==> src/rtl/pair_match_ctl_pkg.sv <==
// Shared game package: card-state encodings and the pair-match FSM states.
package pair_match_ctl_pkg;

   // Per-card state as written to the regfile controller
   typedef enum logic [1:0] {
      CARD_HIDDEN  = 2'b00,
      CARD_FACE_UP = 2'b01,
      CARD_MATCHED = 2'b10
   } card_state_t;

   // Pair-match controller states
   typedef enum logic [3:0] {
      S_IDLE,
      S_WAIT_FIRST,
      S_WAIT_SECOND,
      S_COMPARE,
      S_SHOW,
      S_HIDE_A,
      S_HIDE_B,
      S_MATCH_A,
      S_MATCH_B,
      S_DONE
   } state_t;

endpackage

==> src/rtl/pair_match_ctl_hold_timer.sv <==
// Hold timer: load arms it for CYCLES counted cycles; done is high on the
// last of them, so a state held while counting lasts exactly CYCLES cycles.
module hold_timer #(
   parameter  int CYCLES = 2,
   localparam int CNT_W  = $clog2(CYCLES + 1)
) (
   input  logic i_clk,
   input  logic i_rst,
   input  logic i_load,
   input  logic i_count,
   output logic o_done
);

   logic [CNT_W-1:0] r_cnt;

   // Down-counter: load to CYCLES-1, decrement while counting, stick at 0
   always_ff @(posedge i_clk or posedge i_rst) begin
      if (i_rst)
         r_cnt <= '0;
      else if (i_load)
         r_cnt <= CNT_W'(CYCLES - 1);
      else if (i_count && (r_cnt != '0))
         r_cnt <= r_cnt - 1'b1;
   end

   assign o_done = (r_cnt == '0);

endmodule

==> src/rtl/pair_match_ctl.sv <==
// Memory-game pair-match controller: takes two card clicks, compares their
// colours, and issues card-state writes (face-up, matched, or hidden again
// after a hold period). All writes are registered, one cycle after the cause.
module pair_match_ctl
   import pair_match_ctl_pkg::*;
#(
   parameter  int NUM_CARDS   = 12,
   parameter  int COLOR_W     = 12,
   parameter  int SHOW_CYCLES = 65000000,
   parameter  int MOVES_W     = 10,
   localparam int ADDR_W      = $clog2(NUM_CARDS)
) (
   input  logic               i_clk,
   input  logic               i_rst,
   input  logic               i_start,
   input  logic               i_card_pressed,
   input  logic [ADDR_W-1:0]  i_card_addr,
   input  logic [COLOR_W-1:0] i_card_color,
   output logic               o_accept_click,
   output logic               o_write_en,
   output logic [ADDR_W-1:0]  o_write_addr,
   output logic [1:0]         o_write_state,
   output logic [MOVES_W-1:0] o_moves,
   output logic [ADDR_W-1:0]  o_pairs_found,
   output logic               o_game_over,
   output logic               o_playing
);

   state_t                       r_state, w_next;
   card_state_t [NUM_CARDS-1:0]  r_card;
   logic [ADDR_W-1:0]            r_a_addr, r_b_addr;
   logic [COLOR_W-1:0]           r_a_color, r_b_color;
   logic [MOVES_W-1:0]           r_moves;
   logic [ADDR_W-1:0]            r_pairs;
   logic                         r_game_over;
   logic                         r_we;
   logic [ADDR_W-1:0]            r_waddr;
   card_state_t                  r_wstate;

   logic                         w_we;
   logic [ADDR_W-1:0]            w_waddr;
   card_state_t                  w_wstate;
   logic                         w_latch_a, w_latch_b, w_clear;
   logic                         w_inc_moves, w_inc_pairs, w_game_over;
   logic                         w_tmr_load, w_tmr_count, w_tmr_done;
   logic                         w_accept, w_addr_ok, w_click_ok;
   logic [ADDR_W-1:0]            w_idx;

   assign w_accept   = (r_state == S_WAIT_FIRST) || (r_state == S_WAIT_SECOND);
   assign w_addr_ok  = ({1'b0, i_card_addr} < (ADDR_W+1)'(NUM_CARDS));
   assign w_idx      = w_addr_ok ? i_card_addr : '0;
   // Only a hidden, in-range card clicked while accepting counts; this also
   // rules out re-clicking card A as card B since A is already face-up.
   assign w_click_ok = i_card_pressed && w_accept && w_addr_ok &&
                       (r_card[w_idx] == CARD_HIDDEN);

   hold_timer #(.CYCLES(SHOW_CYCLES)) u_show_timer (
      .i_clk   (i_clk),
      .i_rst   (i_rst),
      .i_load  (w_tmr_load),
      .i_count (w_tmr_count),
      .o_done  (w_tmr_done)
   );

   // Next-state and next-write decode
   always_comb begin
      w_next      = r_state;
      w_we        = 1'b0;
      w_waddr     = '0;
      w_wstate    = CARD_HIDDEN;
      w_latch_a   = 1'b0;
      w_latch_b   = 1'b0;
      w_clear     = 1'b0;
      w_inc_moves = 1'b0;
      w_inc_pairs = 1'b0;
      w_game_over = 1'b0;
      w_tmr_load  = 1'b0;
      w_tmr_count = 1'b0;
      case (r_state)
         S_IDLE, S_DONE: begin
            if (i_start) begin
               w_clear = 1'b1;
               w_next  = S_WAIT_FIRST;
            end
         end
         S_WAIT_FIRST: begin
            if (w_click_ok) begin
               w_latch_a = 1'b1;
               w_we      = 1'b1;
               w_waddr   = i_card_addr;
               w_wstate  = CARD_FACE_UP;
               w_next    = S_WAIT_SECOND;
            end
         end
         S_WAIT_SECOND: begin
            if (w_click_ok) begin
               w_latch_b = 1'b1;
               w_we      = 1'b1;
               w_waddr   = i_card_addr;
               w_wstate  = CARD_FACE_UP;
               w_next    = S_COMPARE;
            end
         end
         S_COMPARE: begin
            w_inc_moves = 1'b1;
            if (r_a_color == r_b_color) begin
               // (A, matched) lands during MATCH_A
               w_we     = 1'b1;
               w_waddr  = r_a_addr;
               w_wstate = CARD_MATCHED;
               w_next   = S_MATCH_A;
            end else begin
               w_tmr_load = 1'b1;
               w_next     = S_SHOW;
            end
         end
         S_MATCH_A: begin
            w_we     = 1'b1;
            w_waddr  = r_b_addr;
            w_wstate = CARD_MATCHED;
            w_next   = S_MATCH_B;
         end
         S_MATCH_B: begin
            w_inc_pairs = 1'b1;
            if (r_pairs == ADDR_W'(NUM_CARDS/2 - 1)) begin
               w_game_over = 1'b1;
               w_next      = S_DONE;
            end else begin
               w_next = S_WAIT_FIRST;
            end
         end
         S_SHOW: begin
            w_tmr_count = 1'b1;
            if (w_tmr_done) begin
               w_we     = 1'b1;
               w_waddr  = r_a_addr;
               w_wstate = CARD_HIDDEN;
               w_next   = S_HIDE_A;
            end
         end
         S_HIDE_A: begin
            w_we     = 1'b1;
            w_waddr  = r_b_addr;
            w_wstate = CARD_HIDDEN;
            w_next   = S_HIDE_B;
         end
         S_HIDE_B: w_next = S_WAIT_FIRST;
         default:  w_next = S_IDLE;
      endcase
   end

   // State, latches, counters and registered write strobe
   always_ff @(posedge i_clk or posedge i_rst) begin
      if (i_rst) begin
         r_state     <= S_IDLE;
         r_a_addr    <= '0;
         r_b_addr    <= '0;
         r_a_color   <= '0;
         r_b_color   <= '0;
         r_moves     <= '0;
         r_pairs     <= '0;
         r_game_over <= 1'b0;
         r_we        <= 1'b0;
         r_waddr     <= '0;
         r_wstate    <= CARD_HIDDEN;
      end else begin
         r_state     <= w_next;
         r_game_over <= w_game_over;
         r_we        <= w_we;
         r_waddr     <= w_waddr;
         r_wstate    <= w_wstate;
         if (w_latch_a) begin
            r_a_addr  <= i_card_addr;
            r_a_color <= i_card_color;
         end
         if (w_latch_b) begin
            r_b_addr  <= i_card_addr;
            r_b_color <= i_card_color;
         end
         if (w_clear) begin
            r_moves <= '0;
            r_pairs <= '0;
         end else begin
            if (w_inc_moves && (r_moves != '1))
               r_moves <= r_moves + 1'b1;
            if (w_inc_pairs)
               r_pairs <= r_pairs + 1'b1;
         end
      end
   end

   // Card-state mirror, updated on the same edge the write is registered
   always_ff @(posedge i_clk or posedge i_rst) begin
      if (i_rst) begin
         for (int i = 0; i < NUM_CARDS; i++) r_card[i] <= CARD_HIDDEN;
      end else if (w_clear) begin
         for (int i = 0; i < NUM_CARDS; i++) r_card[i] <= CARD_HIDDEN;
      end else if (w_we) begin
         r_card[w_waddr] <= w_wstate;
      end
   end

   assign o_accept_click = w_accept;
   assign o_write_en     = r_we;
   assign o_write_addr   = r_waddr;
   assign o_write_state  = r_wstate;
   assign o_moves        = r_moves;
   assign o_pairs_found  = r_pairs;
   assign o_game_over    = r_game_over;
   assign o_playing      = (r_state != S_IDLE) && (r_state != S_DONE);

endmodule

==> config.mk <==
export PLATFORM = sky130hd
export DESIGN_NAME = pair_match_ctl
export DESIGN_NICKNAME = d
export VERILOG_FILES = /design/src/rtl/pair_match_ctl_pkg.sv /design/src/rtl/pair_match_ctl_hold_timer.sv /design/src/rtl/pair_match_ctl.sv
export SDC_FILE = /design/constraint.sdc
export NUM_CORES = 1
export LEC_CHECK = 0
export BUFFER_PORTS_ARGS = -buffer_cell sky130_fd_sc_hd__buf_2
export CAP_MARGIN = 20
export CORE_MARGIN = 2
export CORE_UTILIZATION = 59
export CTS_CLUSTER_SIZE = 12
export DETAILED_ROUTE_END_ITERATION = 8
export PLACE_DENSITY = 0.79
export SYNTH_ARGS = -nofsm -noshare
export SYNTH_HDL_FRONTEND = slang
export SYNTH_SLANG_ARGS = --single-unit
==> constraint.sdc <==
create_clock -name i_clk -period 5.7 [get_ports i_clk]
set_clock_uncertainty 0.1 [all_clocks]
set_input_delay 0.285 -clock i_clk [delete_from_list [all_inputs] [get_ports i_clk]]
set_output_delay 0.285 -clock i_clk [all_outputs]
set_load 0.005 [all_outputs]
---- Yosys cells after proc, flatten, opt, wreduce, memory -nomap -nowiden ----
Cells that the tools add are included.
cells by class
  $add $sub $neg .......................... 3
  order comparisons ....................... 4
  equality and inequality tests ........... 17
  multiplexer cells ....................... 43
  reductions and logical operators ........ 21
operator list
  kind                                                        count
  2-to-1 mux 26 bit                                           2
  2-to-1 mux 24 bit                                           2
  2-to-1 mux 4 bit                                            11
  case mux 4 bit (9 select lines)                             1
  logical NOT 26 bit                                          1
  nonzero test 26 bit                                         1
  subtractor 26 x 1 -> 26 bit, second input constant          1
  bitwise mux 24 bit                                          1
  == test 4 x 3 -> 1 bit, second input constant               5
  2-to-1 mux 10 bit                                           2
  case mux 4 bit (4 select lines)                             1
  2-to-1 mux 1 bit                                            15
  == test 12 bit                                              1
  adder 10 x 1 -> 10 bit, second input constant               1
  less-than comparator 4 x 5 -> 1 bit, second input constant  2
  != test 10 bit, second input constant                       1
  binary-select mux 2 bit (select 4 bit)                      1
  demux 2 bit (select 4 bit)                                  1
  == test 4 x 2 -> 1 bit, second input constant               2
  == test 4 bit, second input constant                        2
  2-to-1 mux 2 bit                                            4
  nonzero test 2 bit                                          4
  logical AND 1 bit                                           7
  != test 2 bit, second input constant                        3
  other kinds (14)                                            16
word-level totals
  register bits after elaboration ......... 108
  input bits .............................. 20
  output and inout bits ................... 24

---- Depth between registers and ports, before layout ----
  depth after elaboration ................. 15
  depth in mapped cells ................... 11
  mapped depth without buffers ............ 10

---- Hierarchy ----
A second synthesis with hierarchy kept.
second synthesis, totals
  cell total of the unflattened synthesis .. 496
  area total of the unflattened synthesis .. 5,451.5 sq um
modules (own cells, without submodules)
  module          times used  cells each  area each (sq um)  seq. area each (sq um)
  pair_match_ctl  1           346         3,976.3            2,052.0
  hold_timer      1           150         1,475.2            650.6

---- Worst setup path before layout ----
OpenSTA, ideal clock, no wires.
  path kind ............................... flip-flop to flip-flop
  start ................................... register u_show_timer.r_cnt[20]
  end ..................................... register r_card[5] (netlist bit)
  library setup time ...................... 0.080 ns
  data arrival time ....................... 2.661 ns
  setup slack ............................. 2.860 ns
  stages on the path, launching flop included .. 9
  buffers on the path ..................... 1
  path through ............................ dfrtp_1 or4_4 or4_4 buf_6 nor3_4 or2b_2 a221oi_4 nor4_2 mux2i_1
on the way
  longest elaborated chain between the ends .. 10
  elaborated cells between the ends (all ways) .. 14
  classes of those cells .................. order compare (2); mux (9); reduce/logical (3)
ends and longest elaborated chain
  what                                                                                                                     line                             text
  from (decl)                                                                                                              pair_match_ctl_hold_timer.sv:14  logic [CNT_W-1:0] r_cnt;
  from (signal assigned)                                                                                                   pair_match_ctl_hold_timer.sv:21  r_cnt <= CNT_W'(CYCLES - 1);
  from (signal assigned)                                                                                                   pair_match_ctl_hold_timer.sv:23  r_cnt <= r_cnt - 1'b1;
  logical NOT 26 bit *                                                                                                     pair_match_ctl_hold_timer.sv:26  assign o_done = (r_cnt == '0);
  2-to-1 mux 4 bit                                                                                                         pair_match_ctl.sv:134            if (w_tmr_done) begin
  case mux 4 bit (4 select lines)                                                                                          pair_match_ctl.sv:79             case (r_state)
  less-than comparator 4 x 5 -> 1 bit (implied by the code) or greater-or-equal comparator 4 x 1 -> 1 bit (tied branches)  pair_match_ctl.sv:199            r_card[w_waddr] <= w_wstate;
  logical AND 1 bit (implied by the code)                                                                                  pair_match_ctl.sv:199
  2-to-1 mux 2 bit (implied by the code)                                                                                   pair_match_ctl.sv:199
  demux 2 bit (select 4 bit)                                                                                               pair_match_ctl.sv:199
  bitwise mux 24 bit                                                                                                       pair_match_ctl.sv:199
  2-to-1 mux 24 bit                                                                                                        pair_match_ctl.sv:198            end else if (w_we) begin
  2-to-1 mux 24 bit                                                                                                        pair_match_ctl.sv:196            end else if (w_clear) begin
  to (signal, indexed assignment)                                                                                          pair_match_ctl.sv:199
  to (decl)                                                                                                                pair_match_ctl.sv:30             card_state_t [NUM_CARDS-1:0] r_card;
Mark *: on every way between the ends. The rest lies on a longest branch, timed or not. The select of a mux whose other input is x is not followed.
A chain may end at the register's enable or synchronous reset.

---- Worst setup path after layout ----
  start ................................... register r_card[1] (netlist bit)
  end ..................................... register r_card[8] (netlist bit)
on the way
  longest elaborated chain between the ends .. 13
  elaborated cells between the ends (all ways) .. 19
  classes of those cells .................. order compare (2); mux (13); reduce/logical (4)
ends and longest elaborated chain
  what                                                                                                                     line                                        text
  binary-select mux 2 bit (select 4 bit) *                                                                                 pair_match_ctl.sv:55                        (r_card[w_idx] == CARD_HIDDEN);
  2-to-1 mux 2 bit (implied by the code) *                                                                                 pair_match_ctl.sv:55
  logical NOT 2 bit *                                                                                                      pair_match_ctl.sv:55
  logical AND 1 bit *                                                                                                      pair_match_ctl.sv:54                        assign w_click_ok = i_card_pressed && w_accept && w_addr_ok &&
  2-to-1 mux 4 bit *                                                                                                       pair_match_ctl.sv:87, pair_match_ctl.sv:96
  case mux 4 bit (4 select lines) *                                                                                        pair_match_ctl.sv:79
  via w_waddr[1]                                                                                                           pair_match_ctl.sv:41                        logic [ADDR_W-1:0] w_waddr;
  less-than comparator 4 x 5 -> 1 bit (implied by the code) or greater-or-equal comparator 4 x 1 -> 1 bit (tied branches)  pair_match_ctl.sv:199
  logical AND 1 bit (implied by the code)                                                                                  pair_match_ctl.sv:199
  2-to-1 mux 2 bit (implied by the code)                                                                                   pair_match_ctl.sv:199
  demux 2 bit (select 4 bit) *                                                                                             pair_match_ctl.sv:199
  bitwise mux 24 bit *                                                                                                     pair_match_ctl.sv:199
  2-to-1 mux 24 bit *                                                                                                      pair_match_ctl.sv:198
  2-to-1 mux 24 bit *                                                                                                      pair_match_ctl.sv:196
Mark *: on every way through the listed nets, which the timed path passes. The rest lies on a longest branch. The select of a mux whose other input is x is not followed.

==> summary.txt <==
Synthesis
  • Post-Synth XOR/XNOR Area: 6.701%
  • Most used flip-flop cell after synthesis: dfrtp_1
  • Most numerous cell in the Yosys netlist: dfrtp_1
  • Top cells by area, synth: dfrtp_1 50%, mux2_2 6.3%, xnor2_1 5.1%, mux2i_1 4.7%, nand2_1 3.8%
  • Sequential area share after synthesis: 50.43%
  • Post-synthesis compound-gate area fraction: roughly 8%
  • Asr flop ratio synth: 100.0%
  • Netlist cell types: between 70 and 80
  • Post-synthesis mux area share: 10.97%
  • Post-synth EDFFs: 0
  • Synth Warn #: 0
  • Simple-gate share of the synthesized area: 20.01%
  • Synth Area in Adders: 1.167%
  • Largest family of logic cells by synthesized area: simple AND/OR/NAND/NOR gates
  • Synth top cells by count: 108 x dfrtp_1, 54 x nand2_1, 37 x nor2_1, 31 x xnor2_1, 30 x mux2_2
  • Synthesis-stage register bit count: 108
  • Avg Cell Area, Syn: 10.85 sq um
  • Dominant cell type by area after synthesis: dfrtp_1
  • Synth top area share: 50.43%
  • Syn nets: about 520
  • Syn Inst Count: 494
  • Cell area after synthesis: 5359 sq um

Finish
  • Fillcell total: 672
  • Register Area: between 2000 and 3000 sq um
  • Ant. Diodes: 0
  • Proportion of layout cells with a drive suffix above 1: approximately 23%
  • Finished Layout Cells: 646
  • Area of the multi-input gates: 2512 sq um
  • Post-layout net count: 558
  • Area grow syn2layout: 10.25%
  • Design area: 5908 sq um

CTS
  • Longest Clk Path Bufs: 2
  • Number of post-CTS setup repair buffers: 0
  • Clk slew on worst S/H paths: about 100 ps
  • Clk_lat worst skew: about 370 ps
  • Hold Buf Count CTS: 1
  • Num CTS Buffers: 9
  • Htree depth: 3
  • CTS tree: built
  • CTS sink cnt: 108
  • Post_cts resized: 0
  • CTS Root Buffer Type: clkbuf_8

Min path
  • Hold WC Path Type: input port to register

Power
  • P_sw: 0.8152 mW
  • Pwr/cell area: 395.3 nW/um^2
  • VDD IR max: between 150 and 200 uV
  • P_leak: 2.581 nW
  • Seq pwr share: 46.5%
  • Gate power share: 31.0%
  • Int Pwr: 1.520 mW
  • Switching share of power: 34.90%
  • Clock Power Share: 22.5%

Placed design
  • Dpl cell area: 5640 sq um
  • GP Congestion: 0.8341
  • Dpl hpwl: between 7000 and 8000 um
  • Placed Instances: 628
  • PortBufs: 43

Global route
  • First-pass GRT wire length: 17760 um
  • Pin count of the biggest net entering global routing: 81
  • Vias in the first global route: 3741
  • GRT Total Usage: roughly 22%
  • Antenna violations before repair: 0
  • Remaining global-route overflow: 0

Timing
  • Peak Freq: 318.7 MHz
  • RSZ-0062 raised after global routing: false
  • Final hold vios: 0
  • Slew HR: 44.70%
  • Slew @ Worst Pin: approximately 820 ps
  • Sum Neg Setup Slack: 0 ps
  • Setup violators final: 0
  • Final worst-path cycle share: 55.05%
  • Worst hold slack: around 52 ps
  • Fin crit period: 3138 ps
  • Pins Over Slew Limit: 0

Floorplan
  • DIE HEIGHT: 99.31 um
  • Initial Util: 61.15%
  • Die ar.: 9861 sq um
  • Std cell rows: 34
  • Core area: 8763 sq um
  • IO Count: 44
  • DIE WIDTH: 99.31 um

Detailed routing
  • Drt drc: 0
  • Drt pass-1 iters: 4
  • Via count: approximately 3800
  • WL per Instance: between 15 and 20 um
  • Post-route ant nets: 0
  • DR vias/cell: 5.848
  • Final WL: 10420 um
  • Initial DRC count: 132

Outcome
  • Outcome: completed

Worst setup path
  • CP required: 5900 ps
  • CP Max Fanout: 8
  • Startpoint types: register
  • Worst Path Arrival: 3330 ps
  • Worst setup EP type: register
  • CP Class: register to register

Job
  • Max-cap violations: 0
[power by group through the flow]
stage	logic [mW]	registers, mW	clock network [mW]
after CTS	0.729	1.08	0.537
after global routing	0.806	1.11	0.567
after detailed placement	0.724	1.10	0
after global placement	0.701	1.09	0
after floorplan	0.583	1.05	0
final	0.725	1.08	0.526
[critical path, cell delays in order (launching register included)]
cell       delay (ps)
dfrtp_1           390
nor3_1             90
a2111oi_0         570
nor4_1            150
a22o_1            340
a221oi_4          550
inv_2             160
nor4_2            470
mux2i_1           240
[logic make-up (layout without fill, tap and decap cells)]
kind of cell | after synthesis | after routing
AND/OR/NAND/NOR | 195 | 195
flip-flops | 108 | 108
AO/OA/AOI/OAI | 56 | 56
multiplexers | 55 | 55
XOR/XNOR | 41 | 41
buffers and inverters | 34 | 78
adder cells (fa/ha/maj) | 5 | 5
[worst paths after layout]
path | start | end | slack (ps) | depth (start not counted)
setup / recovery | r_card[1]$_DFFE_PP0P_ | r_card[8]$_DFFE_PP0P_ | 2560 | 8
hold / removal | i_card_color[9] | r_a_color[9]$_DFFE_PP0P_ | 50 | 2
setup reg to reg | r_card[1]$_DFFE_PP0P_ | r_card[8]$_DFFE_PP0P_ | 2560 | 8
hold reg to reg | r_b_addr[1]$_DFFE_PP0P_ | r_b_addr[1]$_DFFE_PP0P_ | 410 | 1
max in group asynchronous | i_rst | r_state[1]$_DFFE_PP0P_ | 4280 | 5
min in group asynchronous | i_rst | r_card[13]$_DFFE_PP0P_ | 320 | 3
[layout by cell type, fill, tap and decap left out, drive strengths merged, types with 3 or more instances in the layout]
cell     count
dfrtp      108
nand2       54
buf         46
nor2        37
xnor2       31
mux2        30
mux2i       25
nor3        21
o21ai       17
inv         17
nand3       16
nor4        15
or3         11
xor2        10
a21oi        9
clkbuf       9
nand4        7
nand2b       6
a211oi       6
ha           5
or4          4
o211ai       4
nand3b       4
or2          3
nor3b        3
and2         3
a2111oi      3
[registers in the layout, indices dropped and copies added (netlist names)]
| name | flops |
|---|---|
| u_show_timer.r_cnt | 26 |
| r_card | 24 |
| r_a_color | 12 |
| r_b_color | 12 |
| o_moves | 10 |
| o_pairs_found | 4 |
| o_write_addr | 4 |
| r_a_addr | 4 |
| r_b_addr | 4 |
| r_state | 4 |
| o_write_state | 2 |
| o_game_over | 1 |
| o_write_en | 1 |
[cell type report]
cell class	instances	area share, %
Sequential cell	108	45.74
Multi-Input combinational cell	352	42.52
Timing Repair Buffer	47	4.532
Tap cell	108	2.287
Clock buffer	9	2.097
Clock inverter	7	1.800
Inverter	15	1.017
[per-stage QoR]
stage               total power [mW]  utilization [%]  worst slack, ps
detailed placement             1.821            64.36             2336
global placement               1.786            64.36             2329
CTS                            2.348            67.10             2582
global route                   2.484            67.42             2312
finish                         2.336            67.42             2562
floorplan                      1.636                -             2469
[metal layers]
metal | vias to the layer above | GRT usage, % | wire (um)
met2 | 74 | 38.10 | 5170
met3 | 8 | 4.708 | 413
met4 | 0 | 5.796 | 80
met1 | 1878 | 29.74 | 4758
met5 | - | 0 | 0
li1 | 1818 | - | -
Note: power is estimated with default switching activity, not from simulation.
